==> src/rtl/bitwave_fetch_pkg.sv <==
// bitwave_fetch_pkg: shared constants, FSM state encoding and return-tag
// types for the SRAM tile fetcher and its tag delay line.
package bitwave_fetch_pkg;

  localparam int ADDR_W      = 16;                        // SRAM address width
  localparam int WORD_W      = 32;                        // SRAM data width
  localparam int BUF_AW      = 6;                         // local buffer address width
  localparam int IDX_WORDS   = 7;                         // SRAM words per index vector
  localparam int IDX_FIELDS  = 32;                        // index fields per vector
  localparam int IDX_FIELD_W = 7;                         // bits per index field
  localparam int IDX_VEC_W   = IDX_FIELDS * IDX_FIELD_W;  // 224, equals IDX_WORDS*WORD_W

  // Fetch FSM states; each ISSUE_* state names the kind of read being presented.
  typedef enum logic [2:0] {
    ST_IDLE      = 3'd0,
    ST_ISSUE_A   = 3'd1,
    ST_ISSUE_W   = 3'd2,
    ST_ISSUE_IDX = 3'd3,
    ST_WAIT      = 3'd4
  } fetch_state_e;

  // Destination of a returning read word.
  typedef enum logic [1:0] {
    KIND_A   = 2'd0,
    KIND_W   = 2'd1,
    KIND_IDX = 2'd2
  } fetch_kind_e;

  // Tag travelling alongside each read: destination kind and word index.
  typedef struct packed {
    fetch_kind_e       kind;
    logic [BUF_AW-1:0] idx;
  } fetch_tag_t;

endpackage

==> src/rtl/sram_tile_fetcher_if.sv <==
// sram_tile_fetcher_if: global-SRAM read port. The fetcher is the master
// (drives strobe and address), the SRAM is the slave (returns data a fixed
// latency later).
interface sram_tile_fetcher_if;

  logic                                mem_rd_en;
  logic [bitwave_fetch_pkg::ADDR_W-1:0] mem_addr;
  logic [bitwave_fetch_pkg::WORD_W-1:0] mem_rd_data;

  modport master (output mem_rd_en, output mem_addr, input  mem_rd_data);
  modport slave  (input  mem_rd_en, input  mem_addr, output mem_rd_data);

endinterface

==> src/rtl/fetch_tag_pipe.sv <==
// fetch_tag_pipe: MEM_LAT-stage delay line carrying a valid bit and a
// destination tag for every issued SRAM read, so each tag emerges in the
// same cycle as its read data.
module fetch_tag_pipe
  import bitwave_fetch_pkg::*;
#(
  parameter int MEM_LAT = 2
) (
  input  logic       clk,
  input  logic       rst,
  input  logic       in_valid,
  input  fetch_tag_t in_tag,
  output logic       out_valid,
  output fetch_tag_t out_tag
);

  logic [MEM_LAT-1:0] vld_q;
  fetch_tag_t         tag_q [MEM_LAT];

  // Valid shift register; clearing it on reset drops every in-flight return.
  always_ff @(posedge clk or posedge rst) begin
    if (rst) begin
      vld_q <= '0;
    end else begin
      vld_q[0] <= in_valid;
      for (int i = 1; i < MEM_LAT; i++) begin
        vld_q[i] <= vld_q[i-1];
      end
    end
  end

  // Tag payload shift register.
  // NOTE: the payload has no reset; it is only ever consumed when its valid bit is set.
  always_ff @(posedge clk) begin
    tag_q[0] <= in_tag;
    for (int i = 1; i < MEM_LAT; i++) begin
      tag_q[i] <= tag_q[i-1];
    end
  end

  assign out_valid = vld_q[MEM_LAT-1];
  assign out_tag   = tag_q[MEM_LAT-1];

endmodule

==> src/rtl/sram_tile_fetcher.sv <==
// sram_tile_fetcher: on a Controller request, streams one tile from the global
// SRAM (activations, weights, then 7 index words) into the local buffers,
// assembles the 224-bit sparse index vector and pulses index_en when done.
// Optional feature macro: IDX_CHECK_EN (range-check every index field against
// IDX_LIMIT and raise the sticky idx_err flag).
module sram_tile_fetcher
  import bitwave_fetch_pkg::*;
#(
  parameter int         A_WORDS   = 16,
  parameter int         W_WORDS   = 16,
  parameter int         MEM_LAT   = 2,
  parameter logic [6:0] IDX_LIMIT = 7'd96
) (
  input  logic                   clk,
  input  logic                   rst,
  input  logic                   sram_en,
  input  logic [ADDR_W-1:0]      sram_a_read_address,
  input  logic [ADDR_W-1:0]      sram_w_read_address,
  input  logic                   tile_done,
  sram_tile_fetcher_if.master    mem,
  output logic                   a_buf_we,
  output logic [BUF_AW-1:0]      a_buf_waddr,
  output logic                   w_buf_we,
  output logic [BUF_AW-1:0]      w_buf_waddr,
  output logic [WORD_W-1:0]      buf_wdata,
  output logic [IDX_VEC_W-1:0]   index_vector_buffer,
  output logic                   index_en,
  output logic                   empty,
  output logic                   busy,
  output logic                   idx_err
);

  fetch_state_e         state_q;
  logic                 rd_en_q;
  logic [ADDR_W-1:0]    addr_q;
  logic [ADDR_W-1:0]    w_base_q;
  fetch_tag_t           tag_q;
  logic                 busy_q;
  logic                 empty_q;
  logic                 index_en_q;
  logic [IDX_VEC_W-1:0] index_vec_q;
  logic [IDX_VEC_W-1:0] asm_q;
  logic [IDX_VEC_W-1:0] asm_d;

  logic       ret_valid;
  fetch_tag_t ret_tag;
  logic       ret_a;
  logic       ret_w;
  logic       ret_idx;
  logic       last_idx;

  // Tags ride alongside the reads so each return knows its destination.
  fetch_tag_pipe #(
    .MEM_LAT (MEM_LAT)
  ) u_tag_pipe (
    .clk       (clk),
    .rst       (rst),
    .in_valid  (rd_en_q),
    .in_tag    (tag_q),
    .out_valid (ret_valid),
    .out_tag   (ret_tag)
  );

  assign ret_a    = ret_valid && (ret_tag.kind == KIND_A);
  assign ret_w    = ret_valid && (ret_tag.kind == KIND_W);
  assign ret_idx  = ret_valid && (ret_tag.kind == KIND_IDX);
  assign last_idx = ret_idx && (ret_tag.idx == BUF_AW'(IDX_WORDS - 1));

  // Buffer writes happen in the return cycle itself, with no extra register stage.
  assign a_buf_we    = ret_a;
  assign a_buf_waddr = ret_a ? ret_tag.idx : '0;
  assign w_buf_we    = ret_w;
  assign w_buf_waddr = ret_w ? ret_tag.idx : '0;
  assign buf_wdata   = mem.mem_rd_data;

  // Merge a returning index word into its 32-bit slot of the assembly vector.
  always_comb begin
    // NOTE: asm_d takes a full default first so no path leaves it unassigned (no latch).
    asm_d = asm_q;
    for (int k = 0; k < IDX_WORDS; k++) begin
      if (ret_idx && (ret_tag.idx == BUF_AW'(k))) begin
        asm_d[k*WORD_W +: WORD_W] = mem.mem_rd_data;
      end
    end
  end

  // Fetch FSM: issues back-to-back reads, then completes on the last index return.
  always_ff @(posedge clk or posedge rst) begin
    if (rst) begin
      state_q     <= ST_IDLE;
      rd_en_q     <= 1'b0;
      addr_q      <= '0;
      w_base_q    <= '0;
      tag_q       <= '{kind: KIND_A, idx: '0};
      busy_q      <= 1'b0;
      empty_q     <= 1'b1;
      index_en_q  <= 1'b0;
      index_vec_q <= '0;
      asm_q       <= '0;
    end else begin
      // NOTE: all state updates are non-blocking so every branch sees pre-edge values.
      index_en_q <= 1'b0;
      asm_q      <= asm_d;
      unique case (state_q)
        ST_IDLE: begin
          if (empty_q && sram_en) begin
            state_q  <= ST_ISSUE_A;
            rd_en_q  <= 1'b1;
            addr_q   <= sram_a_read_address;
            w_base_q <= sram_w_read_address;
            tag_q    <= '{kind: KIND_A, idx: '0};
            busy_q   <= 1'b1;
          end else if (!empty_q && tile_done) begin
            empty_q <= 1'b1;
          end
        end
        ST_ISSUE_A: begin
          if (tag_q.idx == BUF_AW'(A_WORDS - 1)) begin
            state_q <= ST_ISSUE_W;
            addr_q  <= w_base_q;
            tag_q   <= '{kind: KIND_W, idx: '0};
          end else begin
            addr_q    <= addr_q + 16'd1;
            tag_q.idx <= tag_q.idx + 6'd1;
          end
        end
        ST_ISSUE_W: begin
          // Index words sit directly behind the weights, so the address keeps counting.
          addr_q <= addr_q + 16'd1;
          if (tag_q.idx == BUF_AW'(W_WORDS - 1)) begin
            state_q <= ST_ISSUE_IDX;
            tag_q   <= '{kind: KIND_IDX, idx: '0};
          end else begin
            tag_q.idx <= tag_q.idx + 6'd1;
          end
        end
        ST_ISSUE_IDX: begin
          if (tag_q.idx == BUF_AW'(IDX_WORDS - 1)) begin
            state_q <= ST_WAIT;
            rd_en_q <= 1'b0;
          end else begin
            addr_q    <= addr_q + 16'd1;
            tag_q.idx <= tag_q.idx + 6'd1;
          end
        end
        ST_WAIT: begin
          if (last_idx) begin
            state_q     <= ST_IDLE;
            busy_q      <= 1'b0;
            empty_q     <= 1'b0;
            index_en_q  <= 1'b1;
            index_vec_q <= asm_d;
          end
        end
        default: state_q <= ST_IDLE;
      endcase
    end
  end

  assign mem.mem_rd_en       = rd_en_q;
  assign mem.mem_addr        = addr_q;
  assign index_vector_buffer = index_vec_q;
  assign index_en            = index_en_q;
  assign empty               = empty_q;
  assign busy                = busy_q;

`ifdef IDX_CHECK_EN
  logic idx_bad;
  logic idx_err_q;

  // Flag any index field of the completed vector that is out of range.
  always_comb begin
    idx_bad = 1'b0;
    for (int f = 0; f < IDX_FIELDS; f++) begin
      if (asm_d[f*IDX_FIELD_W +: IDX_FIELD_W] >= IDX_LIMIT) begin
        idx_bad = 1'b1;
      end
    end
  end

  // Sticky error, set together with index_en and held until reset.
  always_ff @(posedge clk or posedge rst) begin
    if (rst) begin
      idx_err_q <= 1'b0;
    end else if (last_idx && idx_bad) begin
      idx_err_q <= 1'b1;
    end
  end

  assign idx_err = idx_err_q;
`else
  assign idx_err = 1'b0;
`endif

endmodule

==> src/flat_wrapper.sv <==
// flat-port wrapper written by rule: the top's interface ports become plain ports
module sram_tile_fetcher_flat import bitwave_fetch_pkg::*;
#(
  parameter int         A_WORDS   = 16,
  parameter int         W_WORDS   = 16,
  parameter int         MEM_LAT   = 2,
  parameter logic [6:0] IDX_LIMIT = 7'd96
)
  (clk, rst, sram_en, sram_a_read_address, sram_w_read_address, tile_done, a_buf_we, a_buf_waddr, w_buf_we, w_buf_waddr, buf_wdata, index_vector_buffer, index_en, empty, busy, idx_err, mem_mem_rd_en, mem_mem_addr, mem_mem_rd_data);
  sram_tile_fetcher_if mem_i ();
  input  logic clk;
  input  logic rst;
  input  logic sram_en;
  input  logic [ADDR_W-1:0] sram_a_read_address;
  input  logic [ADDR_W-1:0] sram_w_read_address;
  input  logic tile_done;
  output logic a_buf_we;
  output logic [BUF_AW-1:0] a_buf_waddr;
  output logic w_buf_we;
  output logic [BUF_AW-1:0] w_buf_waddr;
  output logic [WORD_W-1:0] buf_wdata;
  output logic [IDX_VEC_W-1:0] index_vector_buffer;
  output logic index_en;
  output logic empty;
  output logic busy;
  output logic idx_err;
  output wire logic [$bits(mem_i.mem_rd_en)-1:0] mem_mem_rd_en;
  output wire logic [$bits(mem_i.mem_addr)-1:0] mem_mem_addr;
  input wire logic [$bits(mem_i.mem_rd_data)-1:0] mem_mem_rd_data;
  assign mem_mem_rd_en = mem_i.mem_rd_en;
  assign mem_mem_addr = mem_i.mem_addr;
  assign mem_i.mem_rd_data = mem_mem_rd_data;
  sram_tile_fetcher #(.A_WORDS(A_WORDS), .W_WORDS(W_WORDS), .MEM_LAT(MEM_LAT), .IDX_LIMIT(IDX_LIMIT)) u_core (.clk(clk), .rst(rst), .sram_en(sram_en), .sram_a_read_address(sram_a_read_address), .sram_w_read_address(sram_w_read_address), .tile_done(tile_done), .mem(mem_i), .a_buf_we(a_buf_we), .a_buf_waddr(a_buf_waddr), .w_buf_we(w_buf_we), .w_buf_waddr(w_buf_waddr), .buf_wdata(buf_wdata), .index_vector_buffer(index_vector_buffer), .index_en(index_en), .empty(empty), .busy(busy), .idx_err(idx_err));
endmodule
==> config.mk <==
export PLATFORM = sky130hd
export DESIGN_NAME = sram_tile_fetcher_flat
export DESIGN_NICKNAME = d
export VERILOG_FILES = /design/src/rtl/bitwave_fetch_pkg.sv /design/src/rtl/sram_tile_fetcher_if.sv /design/src/rtl/fetch_tag_pipe.sv /design/src/rtl/sram_tile_fetcher.sv /design/src/flat_wrapper.sv
export SDC_FILE = /design/constraint.sdc
export NUM_CORES = 1
export LEC_CHECK = 0
export CAP_MARGIN = 5
export CORE_ASPECT_RATIO = 1.2
export CORE_MARGIN = 4
export CORE_UTILIZATION = 30
export CTS_BUF_LIST = sky130_fd_sc_hd__clkbuf_4
export DETAILED_ROUTE_END_ITERATION = 6
export GPL_ROUTABILITY_DRIVEN = 0
export PLACE_DENSITY = 0.48
export SYNTH_ARGS = -nofsm -noshare
export SYNTH_HDL_FRONTEND = slang
export SYNTH_SLANG_ARGS = --single-unit
==> constraint.sdc <==
create_clock -name clk -period 48.9 [get_ports clk]
set_clock_uncertainty 0.05 [all_clocks]
set_input_delay 9.78 -clock clk [delete_from_list [all_inputs] [get_ports clk]]
set_output_delay 9.78 -clock clk [all_outputs]
set_load 0.02 [all_outputs]
=== Word level (Yosys, flattened, before mapping) ===
Memory sizes are Yosys's and may differ from the RTL's.
Cells that the tools add are included.

* Bits of input ports: 68
* Memories kept: 1
* Word-level logic and storage cells: 104
* Bits in registers: 497
* Output and inout port bits: 291
* Bits in writable memories: 16

{| class="wikitable"
|+ Memory list
! memory !! depth !! bits a word !! read ports !! clocked after memory_dff !! write ports !! line !! text
|-
| u_core.u_tag_pipe.tag_q || 2 || 8 || 2 || 0 || 2 || fetch_tag_pipe.sv:18 || <nowiki>fetch_tag_t tag_q [MEM_LAT];</nowiki>
|}

* Equality and inequality tests: 22
* Muxes and demuxes: 36
* Add/subtract/negate cells: 2
* Reductions and logical operators: 31

{| class="wikitable"
|+ Operators by type and width
! kind !! number
|-
| 32-bit 2-to-1 mux || 7
|-
| 16-bit one-hot mux with 4 select lines || 1
|-
| 16-bit 2-to-1 mux || 3
|-
| 6-bit by 3-bit equality test with 1-bit output (second input constant) || 4
|-
| 6-bit 2-to-1 mux || 4
|-
| 6-bit one-hot mux with 3 select lines || 1
|-
| 16-bit by 1-bit adder with 16-bit output (second input constant) || 1
|-
| 3-bit 2-to-1 mux || 5
|-
| 3-bit one-hot mux with 5 select lines || 1
|-
| 6-bit by 2-bit equality test with 1-bit output (second input constant) || 2
|-
| 1-bit logical AND || 12
|-
| 2-bit by 1-bit inequality test with 1-bit output (second input constant) || 6
|-
| 3-bit AND reduction || 4
|-
| 8-bit 2-to-1 mux || 1
|-
| 4-bit AND reduction || 2
|-
| 1-bit 2-to-1 mux || 7
|-
| 6-bit by 1-bit adder with 6-bit output (second input constant) || 1
|-
| 3-bit by 2-bit equality test with 1-bit output (second input constant) || 2
|-
| 6-bit by 1-bit equality test with 1-bit output (second input constant) || 1
|-
| 6-bit by 4-bit equality test with 1-bit output (second input constant) || 1
|-
| 6-bit zero test || 1
|-
| 1-bit one-hot mux with 2 select lines || 3
|-
| 2-bit one-hot mux with 3 select lines || 1
|-
| 3-bit nonzero test || 2
|-
| 14 further kinds || 18
|}

=== Longest topological paths before layout ===
An unclocked memory read counts as a cell.

* Depth in word-level cells: 6
* Mapped depth: 9
* Gate-level depth less buffers: 7

=== Cells and area by module ===
Synthesis repeated with hierarchy kept, for this count alone.

* Cell total of the unflattened synthesis: 1,513
* Area total of the unflattened synthesis: 18,477.7 sq um

{| class="wikitable"
|+ By module, submodules not included
! module !! area each (sq um) !! sequential area each (sq um) !! cells each !! instances
|-
| sram_tile_fetcher || 18,043.6 || 11,587.4 || 1,486 || 1
|-
| fetch_tag_pipe || 434.2 || 370.4 || 27 || 1
|}

=== Worst setup path before layout ===
No wires, ideal clock.

* Path type: input port to output port
* Start: input port mem_mem_rd_data[0]
* End: output port buf_wdata[0]
* Arrival: 9.914 ns
* Data required time: 39.070 ns
* Path buffers: 1
* Slack: 29.156 ns
* Stages on the path: 1
* Path through: buf_4

{| class="wikitable"
|+ RTL lines
! what !! line !! text
|-
| from (decl) || flat_wrapper.sv:29 || <nowiki>input wire logic [$bits(mem_i.mem_rd_data)-1:0] mem_mem_rd_data;</nowiki>
|-
| to (decl) || flat_wrapper.sv:21 || <nowiki>output logic [WORD_W-1:0] buf_wdata;</nowiki>
|}

No word-level cell between the ends.

=== Final worst setup path ===
* Start: input port mem_mem_rd_data[10]
* End: output port buf_wdata[10]

No word-level cell between the ends.

==> tab_implementation.tex <==
\begin{tabular}{lr}
\hline
Metric & Value \\
\hline
\multicolumn{2}{l}{\textbf{STA}} \\
Count of final setup violators & 0 \\
Post-layout worst setup margin & 27.83 ns \\
Total negative setup slack & 0 ns \\
Unrepaired setup endpoints after global routing & no \\
Slew at the pin with the worst max-slew slack & 1.11 ns \\
Achievable clock frequency & 0.0475 GHz \\
Post-route clock period utilization & 43.1\% \\
Headroom to the max-slew limit & 26.2\% \\
Final hold violations & 0 \\
Tmin final & 21.07 ns \\
Number of slew-limit violations in the final report & 0 \\
\multicolumn{2}{l}{\textbf{Cells and area}} \\
Fraction of final layout cells with drive strength greater than 1 & 19.6\% \\
Fill count & 6080 \\
Post-route insts no fill & 2882 \\
Area growth from synthesis to layout & 30.3\% \\
Final core utilization & 39.7\% \\
Total Nets Final & 2048 \\
\multicolumn{2}{l}{\textbf{Synth}} \\
Warnings from Yosys & 0 \\
Cell count after synthesis & 1588 \\
Most repeated cell in the gate-level netlist after synthesis & sky130\_fd\_sc\_hd\_\_nand2\_1 \\
Dominant register cell in the synthesized netlist & sky130\_fd\_sc\_hd\_\_dfrtp\_1 \\
Post-synthesis cell type count & 72 \\
Mean instance size in the synthesized netlist & 11.9 um2 \\
Most area-hungry cell type in the Yosys netlist & sky130\_fd\_sc\_hd\_\_dfrtp\_1 \\
Proportion of synthesized chip area in sequential cells & 63.0\% \\
Commonest cells post-synth & sky130\_fd\_sc\_hd\_\_nand2\_1, sky130\_fd\_sc\_hd\_\_dfrtp\_1, sky130\_fd\_sc\_hd\_\_mux2\_2 \\
Portion of synthesized cell area occupied by the leading cell type & 61.2\% \\
Leading cell types by total area after synthesis & sky130\_fd\_sc\_hd\_\_dfrtp\_1, sky130\_fd\_sc\_hd\_\_nand2\_1, sky130\_fd\_sc\_hd\_\_mux2\_2 \\
Mapped Nets & 1659 \\
Number of register bits inferred by synthesis & 481 \\
Post-synth ARST share & 96.7\% \\
Count of flip-flops with a built-in enable after synthesis & 0 \\
Post-synthesis instance area & 19000 um2 \\
\multicolumn{2}{l}{\textbf{Worst setup path}} \\
Crit start category & input pin \\
Worst EP required & 39.07 ns \\
CP max FO & 8 \\
Cell family contributing the most delay on the critical path & buffers and inverters \\
Largest stage delay on the critical path & 0.76 ns \\
Setup CP Type & input pin to output pin \\
WP buf/inv & 2 \\
Data arrival at the endpoint of the critical path & 11.24 ns \\
Standard cell with the maximum stage delay on the critical path & sky130\_fd\_sc\_hd\_\_clkdlybuf4s50\_1 \\
Endpoint class of the critical path & output pin \\
Cell Chain, Critical Path & clkdlybuf4s50\_1 -> clkdlybuf4s50\_1 \\
Most common cell type on the critical path & sky130\_fd\_sc\_hd\_\_clkdlybuf4s50\_1 \\
\multicolumn{2}{l}{\textbf{Clock tree}} \\
Hold-fix buffers, CTS & 0 \\
Clock Pin Slew Worst Setup and Hold Paths & 0.06 ns \\
Number of clock sinks seen by CTS & 481 \\
Clock buffer count from CTS & 136 \\
Clock insertion delay at the later pin of the skew report & 0.93 ns \\
Post-CTS Setup Repair Bufs & 0 \\
TritonCTS clock tree & built \\
Longest Clk Path Bufs & 3 \\
Clock tree root buffer cell & sky130\_fd\_sc\_hd\_\_clkbuf\_4 \\
H-Tree Level Count & 4 \\
Count of cells resized by post-cts repair & 0 \\
\multicolumn{2}{l}{\textbf{Power}} \\
Static Leakage & 11.3 nW \\
Total power density per cell area & 43.0 nW/um2 \\
Max IR drop VDD & 0.0000295 V \\
\multicolumn{2}{l}{\textbf{Floorplanning}} \\
Chip height & 283 um \\
Die Outline Area & 67300 um2 \\
Die Span X & 238 um \\
Number of top-level design ports & 359 \\
Core outline area & 62300 um2 \\
Starting density of the core & 30.4\% \\
Number of rows created at floorplan & 100 \\
\multicolumn{2}{l}{\textbf{Drt}} \\
Met3 Routed Length & 3.59 mm \\
Post-Route M1 WL & 25.0 mm \\
Total iterations of the first detailed-routing run & 4 \\
Routed wire length & 58.7 mm \\
Routed wire length per instance & 20.4 um \\
Routed Antenna Nets & 0 \\
Via/cell ratio & 4.59 \\
Met2 WL post-DR & 29.0 mm \\
Top Layer Used & met4 \\
Detailed Route Iter0 Violations & 664 \\
Detailed-route DRC error count & 0 \\
Vias & 13200 \\
\multicolumn{2}{l}{\textbf{Hold path}} \\
Type of the tightest min-delay check & flip-flop to flip-flop \\
\multicolumn{2}{l}{\textbf{Global routing}} \\
Largest net degree at the start of global routing & 168 \\
Overall routing resource usage & 17.4\% \\
Number of global-route vias before repair & 13900 \\
Remaining global-route overflow & 0 \\
Global-route wire length before repair & 89.1 mm \\
Initial antenna violation count & 1 \\
\multicolumn{2}{l}{\textbf{Place}} \\
Post-Place Worst Slack & 27.80 ns \\
Number of input and output port buffers inserted & 357 \\
Count of placed standard cells including taps & 2655 \\
Post-detailed-placement half-perimeter wirelength & 39.1 mm \\
\multicolumn{2}{l}{\textbf{Outcome}} \\
Outcome & finished, final reports clean \\
\multicolumn{2}{l}{\textbf{Flow run}} \\
Maximum capacitance violations & 0 \\
\hline
\end{tabular}
-- worst paths after layout --
| kind | start | endpoint | slack, ns | cells past startpoint |
|---|---|---|---|---|
| max | mem_mem_rd_data[10] | buf_wdata[10] | 27.83 | 2 |
| min | u_core.u_tag_pipe.tag_q[0][4] | u_core.u_tag_pipe.tag_q[0][12] | 0.27 | 0 |
| max reg2reg | u_core.state_q[1] | u_core.index_vector_buffer[115] | 45.22 | 4 |
| min reg2reg | u_core.u_tag_pipe.tag_q[0][4] | u_core.u_tag_pipe.tag_q[0][12] | 0.27 | 0 |
| max in group asynchronous | rst | u_core.index_vector_buffer[195] | 35.68 | 6 |
| min in group asynchronous | rst | u_core.index_vector_buffer[113] | 9.29 | 2 |
-- report_power, final --
part           internal [W]  switching (W)
Clock              0.000194       0.000169
Sequential         0.000461      0.0000430
Combinational     0.0000881       0.000108
Total              0.000743       0.000320
-- cell families (layout without fill, tap and decap cells) --
group | count (synthesis) | count (layout) | share of synthesized area (%)
AOI/OAI and AO/OA | 150 | 150 | 4.80
DFF | 481 | 481 | 63.0
muxes | 242 | 242 | 14.7
buffers and inverters | 127 | 604 | 3.81
xor gates and xnor gates | 4 | 4 | 0.185
other | 1 | 2 | 0.0198
and+or+nand+nor | 580 | 580 | 13.2
adders and majority gates | 3 | 3 | 0.198
-- state kept, by name, summed over array words and instances (netlist names) --
name	flops
u_core.busy	1
u_core.w_base_q	16
u_core.tag_q	8
u_core.mem.mem_rd_en	1
u_core.state_q	3
u_core.u_tag_pipe.vld_q	2
u_core.empty	1
u_core.asm_q	192
u_core.index_en	1
u_core.u_tag_pipe.tag_q	16
u_core.index_vector_buffer	224
u_core.mem.mem_addr	16
-- worst reg2reg max path, stage by stage (launching register included) --
cell,delay (ns)
sky130_fd_sc_hd__dfrtp_1,1.08
sky130_fd_sc_hd__inv_1,0.38
sky130_fd_sc_hd__nand4b_4,0.78
sky130_fd_sc_hd__buf_12,0.67
sky130_fd_sc_hd__mux2_2,0.57
-- per-stage QoR --
step / hold WS (ns) / power [W] / cell area, um2
global placement: 0.263 / 0.000703 / 23000
floorplan: 0.260 / 0.000628 / 19000
finish: 0.273 / 0.00106 / 24700
detailed placement: 0.262 / 0.000710 / 23000
global route: 0.277 / 0.00113 / 24700
CTS: 0.275 / 0.00108 / 24700
-- per-layer routing --
layer	GRT usage [%]	up-vias
li1	-	6174
met1	21.7	6609
met2	29.0	366
met3	5.79	80
met4	4.83	0
met5	0	-
-- area by class of cell --
type | instances | area, um2 | share of cell area, %
timing repair buffer | 374 | 3710 | 15.0
sequential | 481 | 12000 | 48.4
clock buffer | 197 | 1480 | 5.98
antenna | 1 | 2.50 | 0.0101
inverter | 4 | 22.5 | 0.0911
clock inverter | 29 | 188 | 0.759
tap | 816 | 1020 | 4.13
multi-input combinational | 980 | 6330 | 25.6
-- cells in the final DEF (no fill, tap or decap), drive strengths merged, types with 3 or more instances in the layout --
cell type        n
and3b            3
ha               3
nor2            25
nor3             5
nand2b           3
a22o            10
dfrtp          464
nor2b           11
nand2          469
nand3            9
dfxtp           16
buf             17
and4             4
o21ai           92
clkdlybuf4s50  357
a21oi            9
and2            15
or3              3
a211oi           3
nor4             7
nor3b            3
nand4            9
inv              7
and3             4
clkbuf         197
a31oi           11
clkinv          19
mux2           240
o31ai            3
clkinvlp         5
Power figures use the tool's default switching activity.
